<file path="src/rtl/nios_mem_if_ddr2_emif_0_p0_flop_mem_reader_if.sv">
// Bus bundle for the flop-memory read sequencer: command channel,
// memory read port and output word stream.
//
// Handshake semantics (command and stream channels): a transfer happens in
// every cycle where valid and ready are both high at the rising clock edge.
// Once valid is raised, the sender holds it and the payload stable until the
// transfer; ready may be raised or lowered freely and never waits on valid.
// The memory read port is not a handshake: mem_rd_data is meaningful only in
// the cycle after mem_rd_en.
interface nios_mem_if_ddr2_emif_0_p0_flop_mem_reader_if #(
    parameter int READ_ADDR_WIDTH = 4,
    parameter int READ_DATA_WIDTH = 32,
    parameter int LEN_WIDTH       = 5
);
    logic                       cmd_valid;
    logic                       cmd_ready;
    logic [READ_ADDR_WIDTH-1:0] cmd_addr;
    logic [LEN_WIDTH-1:0]       cmd_len;

    logic                       mem_rd_en;
    logic [READ_ADDR_WIDTH-1:0] mem_rd_addr;
    logic [READ_DATA_WIDTH-1:0] mem_rd_data;

    logic                       out_valid;
    logic                       out_ready;
    logic [READ_DATA_WIDTH-1:0] out_data;
    logic                       out_last;

    // Reader side: consumes commands and memory data, produces the stream.
    modport master (
        input  cmd_valid, cmd_addr, cmd_len, mem_rd_data, out_ready,
        output cmd_ready, mem_rd_en, mem_rd_addr, out_valid, out_data, out_last
    );

    // Environment side: command source, memory and stream sink.
    modport slave (
        output cmd_valid, cmd_addr, cmd_len, mem_rd_data, out_ready,
        input  cmd_ready, mem_rd_en, mem_rd_addr, out_valid, out_data, out_last
    );
endinterface

</file>
<file path="src/rtl/nios_mem_if_ddr2_emif_0_p0_flop_mem_reader.sv">
// Read-side burst sequencer for the flop-based memory. Turns a
// (start address, word count) command into one memory read per word, soaks
// up the one-cycle registered read latency with a 2-entry FIFO and presents
// the words as a valid/ready stream with a last-word marker.
module nios_mem_if_ddr2_emif_0_p0_flop_mem_reader #(
    parameter int READ_MEM_DEPTH  = 16,
    parameter int READ_ADDR_WIDTH = 4,
    parameter int READ_DATA_WIDTH = 32,
    parameter int LEN_WIDTH       = 5
) (
    input  logic        clk,
    input  logic        reset,
    nios_mem_if_ddr2_emif_0_p0_flop_mem_reader_if.master bus,
    output logic        busy,
    output logic        done,
    output logic        err,
    output logic [1:0]  state_dbg
);

    typedef enum logic [1:0] {
        S_IDLE  = 2'd0,
        S_ISSUE = 2'd1,
        S_DRAIN = 2'd2
    } state_t;

    localparam logic [READ_ADDR_WIDTH:0]   DEPTH_EXT = (READ_ADDR_WIDTH+1)'(READ_MEM_DEPTH);
    localparam logic [READ_ADDR_WIDTH-1:0] LAST_ADDR = READ_ADDR_WIDTH'(READ_MEM_DEPTH - 1);

    state_t                     state_q, state_d;
    logic [READ_ADDR_WIDTH-1:0] addr_q, addr_d;
    logic [LEN_WIDTH-1:0]       remaining_q, remaining_d;
    logic                       inflight_q;
    logic                       inflight_last_q;
    logic                       done_q;
    logic                       err_q;
    logic                       drain_done;

    logic [READ_DATA_WIDTH-1:0] fifo_data [2];
    logic                       fifo_last [2];
    logic                       rd_ptr, wr_ptr;
    logic [1:0]                 fifo_count;

    logic                       cmd_fire;
    logic                       addr_bad;
    logic                       fifo_valid;
    logic                       pop;
    logic                       push;
    logic [1:0]                 occupancy;
    logic [1:0]                 occupancy_after_pop;
    logic                       issue;
    logic                       issue_last;

    assign cmd_fire            = (state_q == S_IDLE) && bus.cmd_valid;
    assign addr_bad            = {1'b0, bus.cmd_addr} >= DEPTH_EXT;
    assign fifo_valid          = (fifo_count != 2'd0);
    assign pop                 = fifo_valid && bus.out_ready;
    // The read issued last cycle lands in the FIFO at the end of this cycle.
    assign push                = inflight_q;
    // Occupancy counts buffered words plus the read still in the memory pipe;
    // keeping it below 2 after this cycle's pop guarantees the FIFO never fills past 2.
    assign occupancy           = fifo_count + {1'b0, inflight_q};
    assign occupancy_after_pop = occupancy - {1'b0, pop};
    assign issue               = (state_q == S_ISSUE) && (occupancy_after_pop < 2'd2);
    assign issue_last          = issue && (remaining_q == LEN_WIDTH'(1));

    // Next-state, address and remaining-count logic.
    always_comb begin
        state_d     = state_q;
        addr_d      = addr_q;
        remaining_d = remaining_q;
        drain_done  = 1'b0;
        case (state_q)
            S_IDLE: begin
                if (bus.cmd_valid) begin
                    addr_d      = bus.cmd_addr;
                    remaining_d = bus.cmd_len;
                    if (!addr_bad && (bus.cmd_len != '0)) begin
                        state_d = S_ISSUE;
                    end
                end
            end
            S_ISSUE: begin
                if (issue) begin
                    addr_d      = (addr_q == LAST_ADDR) ? '0 : addr_q + 1'b1;
                    remaining_d = remaining_q - 1'b1;
                    if (issue_last) begin
                        state_d = S_DRAIN;
                    end
                end
            end
            S_DRAIN: begin
                if (!inflight_q && !fifo_valid) begin
                    drain_done = 1'b1;
                    state_d    = S_IDLE;
                end
            end
            default: state_d = S_IDLE;
        endcase
    end

    // State, counters, in-flight tracking and null/reject completion pulses.
    always_ff @(posedge clk) begin
        if (reset) begin
            state_q         <= S_IDLE;
            addr_q          <= '0;
            remaining_q     <= '0;
            inflight_q      <= 1'b0;
            inflight_last_q <= 1'b0;
            done_q          <= 1'b0;
            err_q           <= 1'b0;
        end else begin
            state_q         <= state_d;
            addr_q          <= addr_d;
            remaining_q     <= remaining_d;
            inflight_q      <= issue;
            inflight_last_q <= issue_last;
            done_q          <= cmd_fire && (addr_bad || (bus.cmd_len == '0));
            err_q           <= cmd_fire && addr_bad;
        end
    end

    // FIFO pointers and count; push and pop in the same cycle both take effect.
    always_ff @(posedge clk) begin
        if (reset) begin
            rd_ptr     <= 1'b0;
            wr_ptr     <= 1'b0;
            fifo_count <= 2'd0;
        end else begin
            if (push) begin
                wr_ptr <= ~wr_ptr;
            end
            if (pop) begin
                rd_ptr <= ~rd_ptr;
            end
            fifo_count <= fifo_count + {1'b0, push} - {1'b0, pop};
        end
    end

    // FIFO storage; contents are only visible through the count-gated head.
    always_ff @(posedge clk) begin
        if (push) begin
            fifo_data[wr_ptr] <= bus.mem_rd_data;
            fifo_last[wr_ptr] <= inflight_last_q;
        end
    end

    assign bus.cmd_ready   = (state_q == S_IDLE);
    assign bus.mem_rd_en   = issue;
    assign bus.mem_rd_addr = issue ? addr_q : '0;
    assign bus.out_valid   = fifo_valid;
    assign bus.out_data    = fifo_valid ? fifo_data[rd_ptr] : '0;
    assign bus.out_last    = fifo_valid && fifo_last[rd_ptr];

    assign busy      = (state_q != S_IDLE);
    assign done      = done_q || drain_done;
    assign err       = err_q;
    assign state_dbg = state_q;

endmodule
</file>
<file path="src/flat_wrapper.sv">
// flat-port wrapper written by rule: the top's interface ports become plain ports
module nios_mem_if_ddr2_emif_0_p0_flop_mem_reader_flat 
#(
    parameter int READ_MEM_DEPTH  = 16,
    parameter int READ_ADDR_WIDTH = 4,
    parameter int READ_DATA_WIDTH = 32,
    parameter int LEN_WIDTH       = 5
)
  (clk, reset, busy, done, err, state_dbg, bus_cmd_valid, bus_cmd_addr, bus_cmd_len, bus_mem_rd_data, bus_out_ready, bus_cmd_ready, bus_mem_rd_en, bus_mem_rd_addr, bus_out_valid, bus_out_data, bus_out_last);
  nios_mem_if_ddr2_emif_0_p0_flop_mem_reader_if #(.READ_ADDR_WIDTH(READ_ADDR_WIDTH), .READ_DATA_WIDTH(READ_DATA_WIDTH), .LEN_WIDTH(LEN_WIDTH)) bus_i ();
  input  logic clk;
  input  logic reset;
  output logic busy;
  output logic done;
  output logic err;
  output logic [1:0] state_dbg;
  input wire logic [$bits(bus_i.cmd_valid)-1:0] bus_cmd_valid;
  input wire logic [$bits(bus_i.cmd_addr)-1:0] bus_cmd_addr;
  input wire logic [$bits(bus_i.cmd_len)-1:0] bus_cmd_len;
  input wire logic [$bits(bus_i.mem_rd_data)-1:0] bus_mem_rd_data;
  input wire logic [$bits(bus_i.out_ready)-1:0] bus_out_ready;
  output wire logic [$bits(bus_i.cmd_ready)-1:0] bus_cmd_ready;
  output wire logic [$bits(bus_i.mem_rd_en)-1:0] bus_mem_rd_en;
  output wire logic [$bits(bus_i.mem_rd_addr)-1:0] bus_mem_rd_addr;
  output wire logic [$bits(bus_i.out_valid)-1:0] bus_out_valid;
  output wire logic [$bits(bus_i.out_data)-1:0] bus_out_data;
  output wire logic [$bits(bus_i.out_last)-1:0] bus_out_last;
  assign bus_i.cmd_valid = bus_cmd_valid;
  assign bus_i.cmd_addr = bus_cmd_addr;
  assign bus_i.cmd_len = bus_cmd_len;
  assign bus_i.mem_rd_data = bus_mem_rd_data;
  assign bus_i.out_ready = bus_out_ready;
  assign bus_cmd_ready = bus_i.cmd_ready;
  assign bus_mem_rd_en = bus_i.mem_rd_en;
  assign bus_mem_rd_addr = bus_i.mem_rd_addr;
  assign bus_out_valid = bus_i.out_valid;
  assign bus_out_data = bus_i.out_data;
  assign bus_out_last = bus_i.out_last;
  nios_mem_if_ddr2_emif_0_p0_flop_mem_reader #(.READ_MEM_DEPTH(READ_MEM_DEPTH), .READ_ADDR_WIDTH(READ_ADDR_WIDTH), .READ_DATA_WIDTH(READ_DATA_WIDTH), .LEN_WIDTH(LEN_WIDTH)) u_core (.clk(clk), .reset(reset), .bus(bus_i), .busy(busy), .done(done), .err(err), .state_dbg(state_dbg));
endmodule
</file>
<file path="config.mk">
export PLATFORM = sky130hd
export DESIGN_NAME = nios_mem_if_ddr2_emif_0_p0_flop_mem_reader_flat
export DESIGN_NICKNAME = d
export VERILOG_FILES = /design/src/rtl/nios_mem_if_ddr2_emif_0_p0_flop_mem_reader_if.sv /design/src/rtl/nios_mem_if_ddr2_emif_0_p0_flop_mem_reader.sv /design/src/flat_wrapper.sv
export SDC_FILE = /design/constraint.sdc
export NUM_CORES = 1
export LEC_CHECK = 0
export ABC_AREA = 1
export ABC_CLOCK_PERIOD_IN_PS = 2600
export BUFFER_PORTS_ARGS = -buffer_cell sky130_fd_sc_hd__buf_4
export CELL_PAD_IN_SITES_DETAIL_PLACEMENT = 0
export CELL_PAD_IN_SITES_GLOBAL_PLACEMENT = 1
export CORE_MARGIN = 1.5
export CORE_UTILIZATION = 25
export CTS_BUF_LIST = sky130_fd_sc_hd__clkbuf_4 sky130_fd_sc_hd__clkbuf_8
export CTS_CLUSTER_SIZE = 12
export DETAILED_ROUTE_END_ITERATION = 10
export GPL_TIMING_DRIVEN = 1
export PLACE_DENSITY_LB_ADDON = 0.1
export SLEW_MARGIN = 20
export SYNTH_ARGS = -nofsm -noshare
export SYNTH_HDL_FRONTEND = slang
export SYNTH_SLANG_ARGS = --single-unit
</file>
<file path="constraint.sdc">
create_clock -name clk -period 2.6 [get_ports clk]
set_input_delay 0.65 -clock clk [delete_from_list [all_inputs] [get_ports clk]]
set_output_delay 0.65 -clock clk [all_outputs]
set_load 0.005 [all_outputs]
</file>
==> results of run 1 <==
-- timing repair --
action                                  4_1_cts  5_1_grt
pin swaps                                     4        7
cloned                                        0        0
gates resized for setup                       8        6
setup buffers                                 4        3
hold buffers                                  0        0
endpoints found under the setup margin        5        5
-- registers in the layout (all words and copies together) (netlist names), named ones only --
signal / cells
u_core.addr_q: 4
u_core.fifo_last: 2
u_core.done_q: 1
u_core.fifo_data: 64
u_core.remaining_q: 5
u_core.inflight_q: 1
u_core.inflight_last_q: 1
u_core.wr_ptr: 1
u_core.rd_ptr: 1
u_core.fifo_count: 2
u_core.state_dbg: 2
-- worst max-delay path by stage --
stage,start,endpoint,cells after the start
floorplan,bus_out_ready,bus_mem_rd_addr[0],10
global placement,bus_out_ready,bus_mem_rd_addr[3],11
detailed placement,bus_out_ready,bus_mem_rd_addr[2],11
CTS,u_core.fifo_count[0],bus_mem_rd_addr[3],11
global route,u_core.fifo_count[1],bus_mem_rd_addr[1],11
finish,u_core.fifo_count[1],bus_mem_rd_addr[0],11
-- where the power goes --
part / total (W) / internal, W / switching (W)
Clock: 0.000833 / 0.000376 / 0.000457
Combinational: 0.00152 / 0.000677 / 0.000840
Sequential: 0.00168 / 0.00161 / 0.0000721
-- metrics by stage --
stage / hold WS [ns] / cell area [µm²] / setup TNS, ns / total power [W]
floorplan: 0.404 / 3590 / 0 / 0.00244
global placement: 0.408 / 4470 / 0 / 0.00312
detailed placement: 0.424 / 4470 / 0 / 0.00312
CTS: 0.441 / 4700 / 0 / 0.00405
global route: 0.446 / 4750 / -0.0706 / 0.00435
finish: 0.439 / 4750 / 0 / 0.00403
-- area by class of cell --
class	count	area [µm²]	share of cell area, %
Multi-Input combinational cell	222	1090	23.0
Inverter	26	100	2.11
Clock buffer	12	146	3.08
Timing Repair Buffer	105	788	16.6
Clock inverter	4	25.0	0.527
Tap cell	180	225	4.75
Sequential cell	85	2370	49.9
-- synth_stat cells --
library cell	n	area [µm²]
conb_1	1	3.75
buf_4	1	7.51
inv_2	4	15.0
inv_1	21	78.8
nor2_1	24	90.1
a31o_2	1	8.76
nand2_1	105	394
nand3_2	1	10.0
o21ai_1	1	5.00
nor3_2	1	10.0
nor2_2	2	12.5
nor4_2	1	12.5
ha_1	5	62.6
clkbuf_1	6	22.5
a21oi_1	47	235
nand4_1	1	6.26
xnor2_1	1	8.76
nand2_4	1	11.3
nand2_2	4	25.0
buf_6	2	22.5
edfxtp_1	66	1980
nand3_4	1	17.5
nand3_1	17	85.1
buf_2	7	35.0
nor3_1	2	10.0
o21ai_0	6	30.0
dfxtp_1	19	380
clkinv_1	1	3.75
-- worst max-delay path: stages, from the launching register on --
cell	delay [ns]
dfxtp_2	0.34
nor2_4	0.11
inv_2	0.05
nand2_2	0.05
inv_2	0.05
ha_4	0.26
inv_4	0.03
ha_4	0.16
nand3_4	0.07
nand3_4	0.13
nor2_1	0.13
buf_4	0.11
-- cells by family (layout without fill, tap and decap cells) --
logic type	Yosys count	after routing	synth area share [%]
compound gates	55	55	7.78
buf+inv	42	147	5.16
xor+xnor	1	1	0.244
flops	85	85	65.9
other cells	1	1	0.105
fa+ha+maj	5	5	1.74
simple gates	160	160	19.1
-- per-layer routing --
metal	routed length, µm	track usage (%)	share of wire, %	up-vias
met5	0	0	0	-
met4	131	6.25	1.5	0
met3	449	2.88	5.2	10
met2	4060	19.3	47	63
met1	4050	15.1	47	1224
li1	-	-	-	1364
==> metrics.txt, run 1 <==
# TYPE chip_impl_metric gauge
chip_impl_info{name="outcome",value="finished clean"} 1
chip_impl_metric{name="final_layout_size_suffix_gt1_share",unit="%"} 32.6
chip_impl_metric{name="dieWidth",unit="µm"} 123
chip_impl_metric{name="synth.cell_area",unit="mm²"} 0.00359
chip_impl_metric{name="clk_transition_reported_paths",unit="ns"} 0.08
chip_impl_metric{name="netlist_instances",unit=""} 349
chip_impl_metric{name="timing.critical_path.fanout_max",unit=""} 7
chip_impl_metric{name="power.static_leakage",unit="nW"} 1.96
chip_impl_info{name="endpoint_of_the_worst_register_to_register_path",value="u_core.remaining_q[2]"} 1
chip_impl_metric{name="worst-r2r-setup-slack",unit="ns"} 0.72
chip_impl_metric{name="postSynthNetCount",unit=""} 399
chip_impl_metric{name="route.detailed.vias_per_inst",unit=""} 4.20
chip_impl_metric{name="worst-endpoint-required",unit="ns"} 1.95
chip_impl_metric{name="cts_inserted_buffers",unit=""} 9
chip_impl_metric{name="power.ir.vdd_worst",unit="µV"} 266
chip_impl_metric{name="core_area",unit="mm²"} 0.0139
chip_impl_info{name="layout.cells.most_common_list",value="105 x buf_4, 104 x nand2_1, 66 x edfxtp_1, 47 x a21oi_1, 20 x nor2_1"} 1
chip_impl_metric{name="insertedDiodeCount",unit=""} 0
chip_impl_metric{name="largest_net_degree_at_the_start_of_global_routing",unit=""} 35
chip_impl_metric{name="grt_antenna_before_repair",unit=""} 0
chip_impl_metric{name="io_buffer_count",unit=""} 88
chip_impl_metric{name="top_level_ports",unit=""} 90
chip_impl_metric{name="chipHeight",unit="µm"} 123
chip_impl_metric{name="setup_violations",unit=""} 0
chip_impl_metric{name="timing.max_cap.violations",unit=""} 0
chip_impl_metric{name="finish.net_count",unit=""} 499
chip_impl_metric{name="timing.reg2reg.worst_path_depth",unit=""} 13
chip_impl_metric{name="num_vias",unit=""} 2661
chip_impl_metric{name="placed_cells",unit=""} 611
chip_impl_metric{name="final_max_slew_viol_count",unit=""} 0
chip_impl_metric{name="hold_viol",unit=""} 0
chip_impl_metric{name="detail_route.first_pass.iterations",unit=""} 4
chip_impl_metric{name="insertion_delay",unit="ns"} 0.35
chip_impl_info{name="critical_path.reg2reg.startpoint",value="u_core.fifo_count[1]"} 1
chip_impl_metric{name="synth_sequential_area_ratio",unit="%"} 65.9
chip_impl_info{name="crit_path_end_kind",value="output port"} 1
chip_impl_metric{name="initial_cell_density_of_the_core",unit="%"} 25.7
chip_impl_info{name="hp-start",value="u_core.inflight_last_q"} 1
chip_impl_metric{name="numClockSinks",unit=""} 85
chip_impl_info{name="worstHoldEndpoint",value="u_core.fifo_last[1]"} 1
chip_impl_metric{name="grt_pass1_wl",unit="mm"} 13.4
chip_impl_metric{name="postSynthAreaPerCell",unit="µm²"} 10.3
chip_impl_metric{name="place_ws",unit="ns"} 0.0305
chip_impl_metric{name="ctsLongestPathBuffers",unit=""} 2
chip_impl_metric{name="drt.antenna.violating_nets",unit=""} 0
chip_impl_metric{name="final_cells",unit=""} 634
chip_impl_metric{name="globalRouteOverflowTotal",unit=""} 0
chip_impl_metric{name="synthToLayoutAreaGrowth",unit="%"} 32.3
chip_impl_metric{name="grtUsageTotal",unit="%"} 12.1
chip_impl_info{name="hold_class",value="register to register"} 1
chip_impl_info{name="clock_tree.root_cell",value="clkbuf_8"} 1
chip_impl_metric{name="gp_congestion",unit=""} 0.728
chip_impl_metric{name="wl_per_cell",unit="µm"} 13.7
chip_impl_metric{name="layout_setup_ws",unit="ns"} 0.0835
chip_impl_metric{name="htree_levels",unit=""} 3
chip_impl_metric{name="placement_rows",unit=""} 43
chip_impl_metric{name="whs_path_depth",unit=""} 0
chip_impl_metric{name="post_synthesis_register_bit_count",unit=""} 85
chip_impl_metric{name="post-route-drc-count",unit=""} 0
chip_impl_metric{name="clock_skew",unit="ns"} 0.00560
chip_impl_metric{name="drt_iter0_markers",unit=""} 82
chip_impl_info{name="worstSetupPathType",value="register to output port"} 1
chip_impl_info{name="grt_setup_unrepaired",value="true"} 1
chip_impl_info{name="setup.worst_path.start_class",value="register"} 1
chip_impl_metric{name="fin_util",unit="%"} 34.1
chip_impl_info{name="mostFrequentLayoutCell",value="buf_4"} 1
chip_impl_metric{name="timing.final.crit_share",unit="%"} 96.8
chip_impl_metric{name="post_dp_hpwl",unit="mm"} 5.55
chip_impl_metric{name="layout.filler_cells",unit=""} 1466
chip_impl_metric{name="dieArea",unit="mm²"} 0.0151
chip_impl_metric{name="yosys_warnings",unit=""} 0
chip_impl_info{name="tritoncts",value="done"} 1
chip_impl_metric{name="grt_pass1_vias",unit=""} 2590
chip_impl_metric{name="fmax",unit="GHz"} 0.397
chip_impl_metric{name="finalWorstPathRequiredPeriod",unit="ns"} 2.52
chip_impl_metric{name="postRouteWirelength",unit="mm"} 8.69
chip_impl_metric{name="timing.critical_path.arrival",unit="ns"} 1.87
chip_impl_metric{name="yosys.cell_types.count",unit=""} 28
chip_impl_metric{name="total_power_per_unit_cell_area",unit="mW/mm²"} 849
Power figures use the tool's default switching activity.
==> run 2, diff against run 1 <==
- MAX_ROUTING_LAYER: unset -> met4
==> run 2 against run 1 <==
Against the previous run:
- via count decreased by 0.11%
- global-route usage increased by 0.35 points
- register-to-register slack about the same
- sequential power about the same
- die area unchanged
- wire length about the same
==> metrics.txt, run 2 (synthesis gave the netlist of run 1 again) <==
# TYPE chip_impl_metric gauge
chip_impl_info{name="outcome",value="finished clean"} 1
chip_impl_metric{name="switchingPower",unit="W"} 0.00137
chip_impl_metric{name="clock_skew",unit="ns"} 0.00560
chip_impl_info{name="timing.critical_path.cells",value="nor2_4 -> inv_2 -> nand2_2 -> inv_2 -> ha_4 -> inv_4 -> ha_4 -> nand3_4 -> nand3_4 -> nor2_1 -> buf_4"} 1
chip_impl_metric{name="chipHeight",unit="µm"} 123
chip_impl_metric{name="fin_util",unit="%"} 34.1
chip_impl_metric{name="p_int",unit="W"} 0.00266
chip_impl_metric{name="drt.antenna.violating_nets",unit=""} 0
chip_impl_info{name="critical_path.reg2reg.startpoint",value="u_core.fifo_count[1]"} 1
chip_impl_metric{name="timing.final.crit_share",unit="%"} 96.8
chip_impl_metric{name="finalWorstPathRequiredPeriod",unit="ns"} 2.52
chip_impl_metric{name="power.share.switching",unit="%"} 33.9
chip_impl_info{name="crit_path_end_kind",value="output port"} 1
chip_impl_metric{name="total_power",unit="W"} 0.00403
chip_impl_metric{name="dieWidth",unit="µm"} 123
chip_impl_info{name="timing.critical_path.slowest_stage_cell",value="dfxtp_2"} 1
chip_impl_metric{name="grt_pass1_vias",unit=""} 2587
chip_impl_metric{name="insertion_delay",unit="ns"} 0.35
chip_impl_info{name="clock_tree.root_cell",value="clkbuf_8"} 1
chip_impl_metric{name="fmax",unit="GHz"} 0.397
chip_impl_metric{name="whs_path_depth",unit=""} 0
chip_impl_metric{name="postRouteWirelength",unit="mm"} 8.70
chip_impl_metric{name="cts_hold_buf",unit=""} 0
chip_impl_metric{name="power.ir.vdd_worst",unit="µV"} 266
chip_impl_metric{name="htree_levels",unit=""} 3
chip_impl_metric{name="wl_per_cell",unit="µm"} 13.7
chip_impl_info{name="setup.worst_path.start_class",value="register"} 1
chip_impl_metric{name="final_layout_size_suffix_gt1_share",unit="%"} 32.6
chip_impl_metric{name="multi_input_area",unit="mm²"} 0.00109
chip_impl_metric{name="timing.max_cap.violations",unit=""} 0
chip_impl_metric{name="worst-r2r-setup-slack",unit="ns"} 0.72
chip_impl_metric{name="final_cells",unit=""} 634
chip_impl_metric{name="finish.net_count",unit=""} 499
chip_impl_metric{name="worst-endpoint-required",unit="ns"} 1.95
chip_impl_metric{name="clk_transition_reported_paths",unit="ns"} 0.08
chip_impl_info{name="worstHoldEndpoint",value="u_core.fifo_last[1]"} 1
chip_impl_metric{name="combPwrFrac",unit="%"} 37.6
chip_impl_metric{name="largest_net_degree_at_the_start_of_global_routing",unit=""} 35
chip_impl_info{name="grt_setup_unrepaired",value="true"} 1
chip_impl_metric{name="initial_cell_density_of_the_core",unit="%"} 25.7
chip_impl_metric{name="ctsLongestPathBuffers",unit=""} 2
chip_impl_info{name="tritoncts",value="done"} 1
chip_impl_metric{name="sequential_share_of_power",unit="%"} 41.7
chip_impl_metric{name="final-seq-area",unit="mm²"} 0.00237
chip_impl_info{name="hold_class",value="register to register"} 1
chip_impl_info{name="hp-start",value="u_core.inflight_last_q"} 1
chip_impl_metric{name="grtUsageTotal",unit="%"} 12.4
chip_impl_metric{name="globalRouteOverflowTotal",unit=""} 0
chip_impl_metric{name="grt_antenna_before_repair",unit=""} 0
chip_impl_info{name="mostFrequentLayoutCell",value="buf_4"} 1
chip_impl_metric{name="numClockSinks",unit=""} 85
chip_impl_metric{name="drt_iter0_markers",unit=""} 84
chip_impl_info{name="layout.cells.most_common_list",value="105 x buf_4, 104 x nand2_1, 66 x edfxtp_1, 47 x a21oi_1, 20 x nor2_1"} 1
chip_impl_metric{name="placed_cells",unit=""} 611
chip_impl_metric{name="total_power_per_unit_cell_area",unit="mW/mm²"} 849
chip_impl_metric{name="timing.critical_path.fanout_max",unit=""} 7
chip_impl_metric{name="post_dp_hpwl",unit="mm"} 5.55
chip_impl_metric{name="timing.critical_path.arrival",unit="ns"} 1.87
chip_impl_metric{name="timing.reg2reg.worst_path_depth",unit=""} 13
chip_impl_metric{name="synthToLayoutAreaGrowth",unit="%"} 32.3
chip_impl_info{name="biggestRegsByFlops",value="u_core.fifo_data: 64 flops, u_core.remaining_q: 5 flops, u_core.addr_q: 4 flops"} 1
chip_impl_metric{name="worst_path_largest_cell_delay",unit="ns"} 0.34
chip_impl_metric{name="insertedDiodeCount",unit=""} 0
chip_impl_metric{name="placement_rows",unit=""} 43
chip_impl_metric{name="worst-path-buf-inv",unit=""} 4
chip_impl_info{name="endpoint_of_the_worst_register_to_register_path",value="u_core.remaining_q[2]"} 1
chip_impl_metric{name="largest_register_ffs",unit=""} 64
chip_impl_metric{name="core_area",unit="mm²"} 0.0139
chip_impl_metric{name="gp_congestion",unit=""} 0.737
chip_impl_metric{name="power.static_leakage",unit="nW"} 1.96
chip_impl_metric{name="cts_inserted_buffers",unit=""} 9
chip_impl_metric{name="route.detailed.vias_per_inst",unit=""} 4.19
chip_impl_metric{name="top_level_ports",unit=""} 90
chip_impl_metric{name="io_buffer_count",unit=""} 88
chip_impl_metric{name="post-route-drc-count",unit=""} 0
chip_impl_metric{name="hold_viol",unit=""} 0
chip_impl_metric{name="num_vias",unit=""} 2658
chip_impl_info{name="setup.worst_path.start",value="u_core.fifo_count[1]"} 1
chip_impl_info{name="largest-register",value="u_core.fifo_data"} 1
chip_impl_metric{name="detail_route.first_pass.iterations",unit=""} 4
chip_impl_metric{name="setup_violations",unit=""} 0
chip_impl_metric{name="dieArea",unit="mm²"} 0.0151
chip_impl_metric{name="final_max_slew_viol_count",unit=""} 0
chip_impl_metric{name="layout.filler_cells",unit=""} 1466
chip_impl_metric{name="share_clk_of_total_power",unit="%"} 20.7
chip_impl_info{name="critical_path.top_delay_family",value="simple AND/OR/NAND/NOR gates"} 1
chip_impl_info{name="worstSetupPathType",value="register to output port"} 1
chip_impl_metric{name="grt_pass1_wl",unit="mm"} 13.4
run 2: how the worst max path moves through the flow:
stage                                    end  slack [ns]  cells past startpoint
after CTS                 bus_mem_rd_addr[3]       0.005                     11
after global routing      bus_mem_rd_addr[1]       -0.03                     11
final                     bus_mem_rd_addr[0]        0.08                     11
after detailed placement  bus_mem_rd_addr[2]        0.03                     11
after floorplan           bus_mem_rd_addr[0]        0.23                     10
after global placement    bus_mem_rd_addr[3]        0.07                     11
run 2: through the flow:
stage / hold WS [ns] / instance area (µm²) / setup slack (ns) / setup TNS, ns
6_report: 0.439 / 4750 / 0.0833 / 0
5_1_grt: 0.446 / 4750 / -0.0322 / -0.0706
3_3_place_gp: 0.408 / 4470 / 0.0708 / 0
4_1_cts: 0.441 / 4700 / 0.00512 / 0
3_5_place_dp: 0.424 / 4470 / 0.0305 / 0
2_1_floorplan: 0.404 / 3590 / 0.227 / 0
run 2: layout make-up:
cell class / count / share of cell area (%)
Tap cell: 180 / 4.75
Sequential cell: 85 / 49.9
Clock inverter: 4 / 0.527
Clock buffer: 12 / 3.08
Inverter: 26 / 2.11
Multi-Input combinational cell: 222 / 23.0
Timing Repair Buffer: 105 / 16.6
run 2: worst reg2reg max path, stage by stage (launching register included):
cell	delay (ns)
dfxtp_2	0.34
nor2_4	0.11
inv_2	0.05
nand2_2	0.05
inv_2	0.05
ha_4	0.26
inv_4	0.03
ha_4	0.16
nand3_4	0.07
nand3_4	0.13
buf_4	0.17
buf_4	0.15
a21oi_1	0.13
nor2_1	0.07
run 2: timing repair:
action | 4_1_cts | 5_1_grt
resized for setup | 8 | 6
pin swaps | 4 | 7
setup buffers | 4 | 3
endpoints found under the hold margin | 0 | 0
endpoints found under the setup margin | 5 | 5
run 2: power groups by stage:
stage | sequential [W] | combinational, W | clock, W
4_1_cts | 0.00168 | 0.00149 | 0.000884
6_report | 0.00168 | 0.00152 | 0.000833
5_1_grt | 0.00170 | 0.00171 | 0.000932
3_3_place_gp | 0.00171 | 0.00141 | 0
2_1_floorplan | 0.00169 | 0.000753 | 0
3_5_place_dp | 0.00171 | 0.00141 | 0
run 2: routing by layer:
metal	GRT usage, %	share of wire [%]
met1	15.1	47
met2	19.3	47
met3	2.88	5.1
met4	6.25	1.3
met5	-	0
